==> config.mk <==
export PLATFORM = sky130hd
export DESIGN_NAME = cache_fill_fsm
export DESIGN_NICKNAME = d
export VERILOG_FILES = /design/src/rtl/cache_fill_fsm.sv
export SDC_FILE = /design/constraint.sdc
export NUM_CORES = 1
export LEC_CHECK = 0
export BUFFER_PORTS_ARGS = -buffer_cell sky130_fd_sc_hd__buf_2
export CAP_MARGIN = 40
export CORE_MARGIN = 4
export CORE_UTILIZATION = 25
export CTS_CLUSTER_DIAMETER = 60
export DETAILED_ROUTE_END_ITERATION = 8
export MAX_ROUTING_LAYER = met4
export PLACE_DENSITY = 0.59
export SETUP_SLACK_MARGIN = 0.1
export SYNTH_ARGS = -nofsm -noshare
export SYNTH_HDL_FRONTEND = slang
export SYNTH_SLANG_ARGS = --single-unit
==> constraint.sdc <==
create_clock -name clk -period 1.4 [get_ports clk]
set_input_delay 0.14 -clock clk [delete_from_list [all_inputs] [get_ports clk]]
set_output_delay 0.14 -clock clk [all_outputs]
set_load 0.05 [all_outputs]
==> src/rtl/cache_fill_fsm.sv <==
// Cache miss fill controller: requests the shared memory port, streams one block of
// sequential word reads, writes each returned word and finally the tag.
module cache_fill_fsm #(
  parameter int BLOCK_WORDS = 8,
  parameter int ADDR_W      = 16,
  localparam int IDX_W      = $clog2(BLOCK_WORDS)
) (
  input  logic              clk,
  input  logic              rst,
  input  logic              miss_detected,
  input  logic [ADDR_W-1:0] miss_address,
  input  logic              service,
  input  logic [15:0]       memory_data,
  input  logic              memory_data_valid,
  output logic              fsm_busy,
  output logic              mem_read,
  output logic [ADDR_W-1:0] memory_address,
  output logic              write_data_array,
  output logic              write_tag_array,
  output logic [IDX_W-1:0]  word_index,
  output logic [15:0]       fill_data
);

  localparam int CNT_W = IDX_W + 1;
  localparam int OFF_W = IDX_W + 1;  // byte offset bits within a block of 16-bit words

  typedef enum logic [1:0] {
    IDLE = 2'd0,
    REQ  = 2'd1,
    FILL = 2'd2
  } state_t;

  state_t            state_reg, state_next;
  logic [CNT_W-1:0]  issue_cnt_reg, issue_cnt_next;
  logic [CNT_W-1:0]  recv_cnt_reg, recv_cnt_next;
  logic [ADDR_W-1:0] base_reg, base_next;

  always_ff @(posedge clk) begin
    if (rst) begin
      state_reg     <= IDLE;
      issue_cnt_reg <= '0;
      recv_cnt_reg  <= '0;
      base_reg      <= '0;
    end else begin
      state_reg     <= state_next;
      issue_cnt_reg <= issue_cnt_next;
      recv_cnt_reg  <= recv_cnt_next;
      base_reg      <= base_next;
    end
  end

  always_comb begin
    state_next       = state_reg;
    issue_cnt_next   = issue_cnt_reg;
    recv_cnt_next    = recv_cnt_reg;
    base_next        = base_reg;
    mem_read         = 1'b0;
    write_data_array = 1'b0;
    write_tag_array  = 1'b0;

    case (state_reg)
      IDLE: begin
        if (miss_detected) begin
          base_next      = {miss_address[ADDR_W-1:OFF_W], {OFF_W{1'b0}}};
          issue_cnt_next = '0;
          recv_cnt_next  = '0;
          state_next     = REQ;
        end
      end
      REQ: begin
        if (service) state_next = FILL;
      end
      FILL: begin
        // Issue and receive sides advance independently so reads can be pipelined.
        if (service && (issue_cnt_reg < CNT_W'(BLOCK_WORDS))) begin
          mem_read       = 1'b1;
          issue_cnt_next = issue_cnt_reg + 1'b1;
        end
        if (memory_data_valid && (recv_cnt_reg < CNT_W'(BLOCK_WORDS))) begin
          write_data_array = 1'b1;
          recv_cnt_next    = recv_cnt_reg + 1'b1;
          if (recv_cnt_reg == CNT_W'(BLOCK_WORDS - 1)) begin
            write_tag_array = 1'b1;
            state_next      = IDLE;
          end
        end
      end
      default: state_next = IDLE;
    endcase

    // A reset cycle aborts the fill at once: nothing reaches memory or the arrays.
    if (rst) begin
      mem_read         = 1'b0;
      write_data_array = 1'b0;
      write_tag_array  = 1'b0;
    end
  end

  assign fsm_busy       = (state_reg != IDLE);
  assign memory_address = rst ? '0 : base_reg + (ADDR_W'(issue_cnt_reg) << 1);
  assign word_index     = rst ? '0 : recv_cnt_reg[IDX_W-1:0];
  assign fill_data      = memory_data;

endmodule

==> impl.org, run 1 <==
** Pwr
- Power spread over the standard cell area amounts to between 600 and 700 nW/um^2.
- Total design power :: roughly 1600 uW
- Leakage power summed over all cells :: slightly below 0.001 uW
- The worst-case IR drop observed on VDD is around 0.6 mV.

** Setup path
- Arrival time of data at the critical path endpoint :: ~1.7 ns
- STA puts the critical path data required time at ~1.3 ns.
- Critical path endpoint category :: primary output
- CP Class :: flip-flop to primary output
- Max Fanout on Critical Path :: 4
- Critical path launch point type :: flip-flop

** Logic synthesis
- Leading post-synthesis cells by instance count :: nand2_1, a21oi_1, dfxtp_1, buf_4, nand3_1
- FFs w/ async S/R, synth :: 0%
- Yosys warns :: 0
- Synthesis handed over a netlist of between 150 and 200 instances.
- The synthesized design devotes to its leading area cell type 30.9% of total area.
- Largest area contributor in the netlist :: dfxtp_1
- In this run, synthesis inferred 0 flip-flops with an integrated enable.
- Primary flip-flop cell chosen by synthesis mapping :: dfxtp_1
- Number of flip-flops and latches in the synthesized netlist :: 22
- Yosys mapped the design onto between 40 and 50 distinct sky130hd cell types.
- Post-Syn Nets :: approximately 220
- Average cell area after synthesis :: just under 8 um^2
- Cell area after synthesis :: approximately 1400 um^2
- Cells taking the most area after synthesis :: dfxtp_1, buf_4, a21oi_1
- Share of synthesized area occupied by flip-flops and latches :: 30.9%
- Most frequent cell after synthesis :: nand2_1

** Timing
- Number of max-slew violations in the final report :: 0
- Based on the critical path, the design can be clocked at up to 544 MHz.
- Final min period :: roughly 1.8 ns
- Across all hold checks on the routed design, the worst slack comes to 0.101 ns.
- Setup repair after global routing missed its margin :: true
- Setup violators final :: 14
- Clock skew after layout :: approximately 0.0019 ns
- Number of hold-slack violations in the final timing report :: 0
- Setup slack on the critical path of the routed design comes to -0.438 ns.
- The worst path uses 131% of the clock period.

** Placed design
- PortBufs :: 38
- Once placement finished, the instance area stood at 2030 um^2.
- The wire-length estimate of the detail-placed layout is 2990 um.
- At the end of routability-driven placement, the weighted congestion stood at slightly below 0.8.
- # placed instances :: about 300

** Finish
- Finished layout cell area :: between 2000 and 3000 um^2
- Of the cells placed in the final design, the portion with a size suffix greater than 1 is around 68%.
- The count of cells in the finished layout, fillers not included, comes to between 300 and 400.
- From synthesis to final layout, the design area changed by 79.2%.
- 0 antenna diodes ended up in the layout.
- Core occupancy in the finished layout :: a little under half
- Post-layout net count :: a little under 300
- Flip-flop count of the largest register, all copies and words added :: 12

** GRT
- The number of global-route vias before repair was about 1500.
- After global routing the overflow that remains totals 0.
- GRT Resource Usage Total :: between 10% and 20%
- Number of antenna violations at the first check in global routing :: 0
- Pin count of the biggest net entering global routing :: 19
- The first global-routing pass estimated about 6600 um of wire.

** Routing
- Highest metal used :: met4
- For this run, design rule violations remaining after detail routing come to 0.
- Met2 wire length :: 2250 um
- M1 WL :: 1900 um
- DR WL met3 :: approximately 290 um
- Summed over all layers, the routed wires come to around 4500 um.
- DR vias :: roughly 1500
- Starting DRT DRC Count :: 25
- The first detailed-routing pass took 4 iterations.
- Via-to-Cell Ratio :: approximately 4.6
- In the final routed layout, each cell accounts on average for between 10 and 15 um.
- Once detail routing completed, the nets flagged for antenna violations numbered 0.

** Floorplanning
- In this run the standard cell core region covers 5510 um^2.
- Num ports :: 76
- The die is ~84 um wide.
- The die is roughly 84 um tall.
- Row count :: 27
- Starting density of the core :: roughly 26%
- Die area :: 6980 um^2

** Run status
- Violations in the final reports :: negative setup slack
- Result of the run :: finished, violations left

** Clock tree
- CTS placed an instance of clkbuf_8 at the clock tree root.
- At the later pin of the worst-skew pair, clock insertion delay measures 0.26 ns.
- Total number of clock tree sinks :: 22
- Clock-pin slew was measured on the worst setup and hold paths at around 0.080 ns.
- TritonCTS built the clock tree.
- Counting along the longest clock path gives a buffer depth of 2.
- Number of buffers added to fix hold violations after cts :: 0
- TritonCTS created 3 clock buffers.
- CTS built an H-tree with a depth of 1.

** Worst hold path
- Classification of the worst-slack hold path :: primary input to flip-flop

** Job
- Across the run, the number of max-cap violations was 0.
-- where the power goes --
group / switching (uW) / total [uW] / internal, uW
Combinational: 278 / 509 / 230
Sequential: 36.0 / 689 / 653
Clock: 219 / 422 / 203
-- cell families (layout without fill, tap and decap cells) --
group	Yosys count	count (layout)	share of synthesized area [%]
buf+inv	32	95	14.7
fa+ha+maj	4	4	3.51
compound gates	38	38	15.6
flops	22	22	30.9
simple gates	81	82	31.8
other cells	1	1	0.263
xor+xnor	4	4	2.46
mux	1	1	0.702
-- cell type report --
type                    count  area, um^2
repair buffers             87         729
fillers                   550        2950
inverters                   4        15.0
well taps                  72        90.1
flip-flops and latches     22         465
clock buffers               4        45.0
multi-input cells         130        1210
-- layer usage --
layer | GRT usage (%) | up-vias
li1 | - | 744
met1 | 12.9 | 685
met2 | 20.5 | 39
met3 | 4.05 | 2
met4 | 2.19 | 0
met5 | - | -
-- metrics by stage --
| stage | setup TNS, ns | worst slack (ns) |
|---|---|---|
| 3_5_place_dp | -1.88 | -0.320 |
| 6_report | -3.83 | -0.438 |
| 2_1_floorplan | -1.24 | -0.234 |
| 4_1_cts | -3.91 | -0.470 |
| 3_3_place_gp | -1.73 | -0.279 |
| 5_1_grt | -4.63 | -0.491 |
-- worst max-delay path: stages, from the launching register on --
cell and delay (ns):
dfxtp_4 0.39, ha_4 0.15, nand3_4 0.07, or4_4 0.50
a21oi_4 0.15, buf_6 0.17
-- timing repair --
action,CTS,global route
gates resized for setup,64,45
gates cloned,0,1
pin swaps,13,30
setup buffers,3,9
setup endpoints to repair,31,33
-- layout by cell type, fill, tap and decap left out, drive strengths merged, types with 2 or more instances in the layout --
cell type / n
nor3: 4
or3b: 3
inv: 4
ha: 4
xor2: 3
buf: 85
o31ai: 4
or3: 4
nand2: 29
dfxtp: 22
clkbuf: 6
o21ai: 4
nor2: 7
nand2b: 4
or4: 4
nand3: 8
nand3b: 2
nand4: 3
nor2b: 7
a21oi: 23
-- final timing paths --
path	slack, ns	to	cells after the start	start
max	-0.44	memory_address[14]	5	issue_cnt_reg[3]
min	0.10	base_reg[4]	3	miss_address[4]
max reg2reg	0.05	recv_cnt_reg[2]	5	state_reg[1]
min reg2reg	0.50	base_reg[12]	2	base_reg[12]
(Power assumes the default switching activity.)
==> inputs of run 2 (changes only) <==
Settings changed: CORE_MARGIN 4 to default, TNS_END_PERCENT from default to 20.
==> impl.org, run 2 (synthesis gave the netlist of run 1 again) <==
** Timing
- Setup repair after global routing could not meet its margin everywhere.
- The hold violation count in the final report is 0 (unchanged).
- Clock skew after layout :: 0.00658 ns (+0.00466 ns)
- The clock period minus worst slack was 1.83 ns (-0.0102 ns).
- The worst slack on hold paths came to 0.109 ns (+0.00776 ns).
- Setup violators final :: 14 (unchanged)
- Period utilisation layout :: 131% (-0.73 points)
- Min setup slack post-route :: -0.427 ns (+0.0102 ns)
- The highest clock rate came to 547 MHz (+0.56%).
- The max-slew violation count is 0 (unchanged).

** Setup path
- STA classifies the critical path startpoint as a flip-flop.
- Cell seen most often among critical-path stages :: buf_6
- Critical path, cell by cell :: ha_4 -> nand3_4 -> buf_6 -> or3_4 -> a21oi_2 -> buf_6
- CP Class :: flip-flop to primary output
- The largest individual stage delay along the critical path comes from the cell dfxtp_4.
- The worst setup path is captured at a primary output.
- Required time at the worst-slack endpoint :: 1.26 ns (about the same)
- The stage delay of the slowest cell on the critical path came to 0.38 ns (-0.12 ns).
- The worst endpoint data arrival time is 1.69 ns (about the same).
- The largest fanout on the critical path is 5 (+1).

** Clock tree
- Clock latency on the worst-skew pair :: 0.26 ns (about the same)
- The number of buffers inserted during clock tree synthesis came to 3 (unchanged).
- Deepest level of the CTS H-tree :: 1 (unchanged)
- The number of clock sinks is 22 (unchanged).
- The clock-pin slew of the registers on the worst-case setup and hold paths was 0.08 ns (about the same).
- The deepest clock path buffer count came to 2 (unchanged).
- TritonCTS built the clock tree.
- The cell sitting at the root of the clock tree is a clkbuf_8.
- The number of hold buffers added after CTS is 0 (unchanged).

** Floorplanning
- The number of rows created at floorplan is 27 (unchanged).
- The floorplan core area came to 5510 um^2 (unchanged).
- The height of the die is 77.5 um (-7.2%).
- The initial core utilization was 25.9% (unchanged).
- Die area :: 6010 um^2 (-14%)
- The die width is 77.5 um (-7.2%).
- The count of pins on the block boundary is 76 (unchanged).

** Finish
- The fraction of final layout cells with drive strength greater than 1 is 54.2% (-13 points).
- The number of inserted filler cells in the final layout was 560 (+1.8%).
- The number of diodes added for antenna fixing came to 0 (unchanged).
- Relative to the synthesized area, the layout overhead comes to 59.2%.
- Post-layout net count :: 282 (-2.4%)
- The flip-flop count of the largest register after layout is 12 (unchanged).
- Leaving out fill and tap cells, the most frequent cell in the layout is buf_4.
- In the layout the commonest cells are buf_4, nand2_1, buf_2.

** Placed design
- The detailed placement HPWL is 2890 um (-3.3%).
- PortBufs :: 38 (unchanged)
- Final RePlAce weighted congestion :: 0.776 (+0.10%)

** Routing
- The total wirelength of the detailed-routed design is 3670 um (-18%).
- Via-to-Cell Ratio :: 4.50 (-2.4%)
- ANT nets after route :: 0 (unchanged)
- Starting DRT DRC Count :: 21 (-16%)
- DR vias :: 1403 (-4.6%)
- The routed length per placed instance was 11.8 um (-16%).
- DRC Markers :: 0 (unchanged)
- Pre-Repair DR Iteration Count :: 4 (unchanged)

** Job
- The max-capacitance violation count was 0 (unchanged).

** GRT
- Number of antenna violations at the first check in global routing :: 0 (unchanged)
- GRT Resource Usage Total :: 12.7% (+1.1 points)
- Pin count of the biggest net entering global routing :: 18 (-1)
- The number of global-route vias before repair was 1375 (-7.4%).
- The final global-route overflow total is 0 (unchanged).
- Wire length of the first global-routing pass :: 6020 um (-9.5%)

** Pwr
- Power Density :: 660 nW/um^2 (+4.1%)
- The reported leakage power was 0.000874 uW (-10%).
- Peak VDD IR :: 0.331 mV (-44%)
- Total design power :: 1500 uW (-7.5%)

** Run status
- The final reports fail on negative setup slack.
- Result of the run :: finished, violations left

** Worst hold path
- The path class of the tightest hold or removal check is primary input to flip-flop.
[run 2: changes by cell type in the layout (fill, tap and decap cells not counted), moves of 4 or more]
cell / change
nor2_1: +4
a21oi_1: +7
nand2_2: -4
nand2_4: -5
nor2b_2: -5
nor2b_1: +5
nand2_1: +9
buf_6: -8
a21oi_2: -6
[run 2: report_power, final]
part           switching, uW  internal (uW)  total (uW)
Clock                    201            203         404
Sequential              36.0            651         687
Combinational            223            184         407
[run 2: path summary, 6_finish.rpt]
check	start	end	slack [ns]	cells after the start
worst max register to register	state_reg[0]	issue_cnt_reg[0]	0.08	3
worst min-delay path	miss_address[4]	base_reg[4]	0.11	3
worst min register to register	issue_cnt_reg[1]	issue_cnt_reg[1]	0.50	2
worst max-delay path	base_reg[4]	memory_address[10]	-0.43	6
[run 2: layer usage]
metal	wire [um]	vias up	share of wire [%]	global-route usage (%)
li1	-	735	-	-
met1	1660	634	45	14.8
met2	1860	28	51	22.2
met3	127	6	3.5	2.24
met4	25	0	0.68	3.96
met5	0	-	0	-
[run 2: repair_timing]
action	CTS	global route
pin swaps	3	8
resized for setup	48	23
endpoints found under the setup margin	31	35
setup buffers	0	3
[run 2: critical path: cells and delay by family, from the launching register on]
kind / cells / cell delay, ns
simple gates: 2 / 0.43
flops: 1 / 0.38
buf+inv: 2 / 0.30
compound gates: 1 / 0.16
fa+ha+maj: 1 / 0.15
[run 2: stage by stage]
stage	cell area, um^2	instances	TNS (ns)	utilization (%)	setup WS [ns]
finish	2270	312	-3.47	41.2	-0.427
global route	2270	312	-4.48	41.2	-0.508
CTS	2170	309	-3.70	39.5	-0.441
detailed placement	1970	305	-1.92	35.8	-0.302
global placement	1970	305	-1.71	35.8	-0.270
floorplan	1570	183	-2.00	-	-0.234
[run 2: area by class of cell]
class | count | area, um^2 | share of cell area (%)
Multi-Input combinational cell | 129 | 1000 | 44.2
Timing Repair Buffer | 81 | 647 | 28.5
Sequential cell | 22 | 469 | 20.7
Tap cell | 72 | 90.1 | 3.97
Clock buffer | 4 | 45.0 | 1.98
Inverter | 4 | 15.0 | 0.661
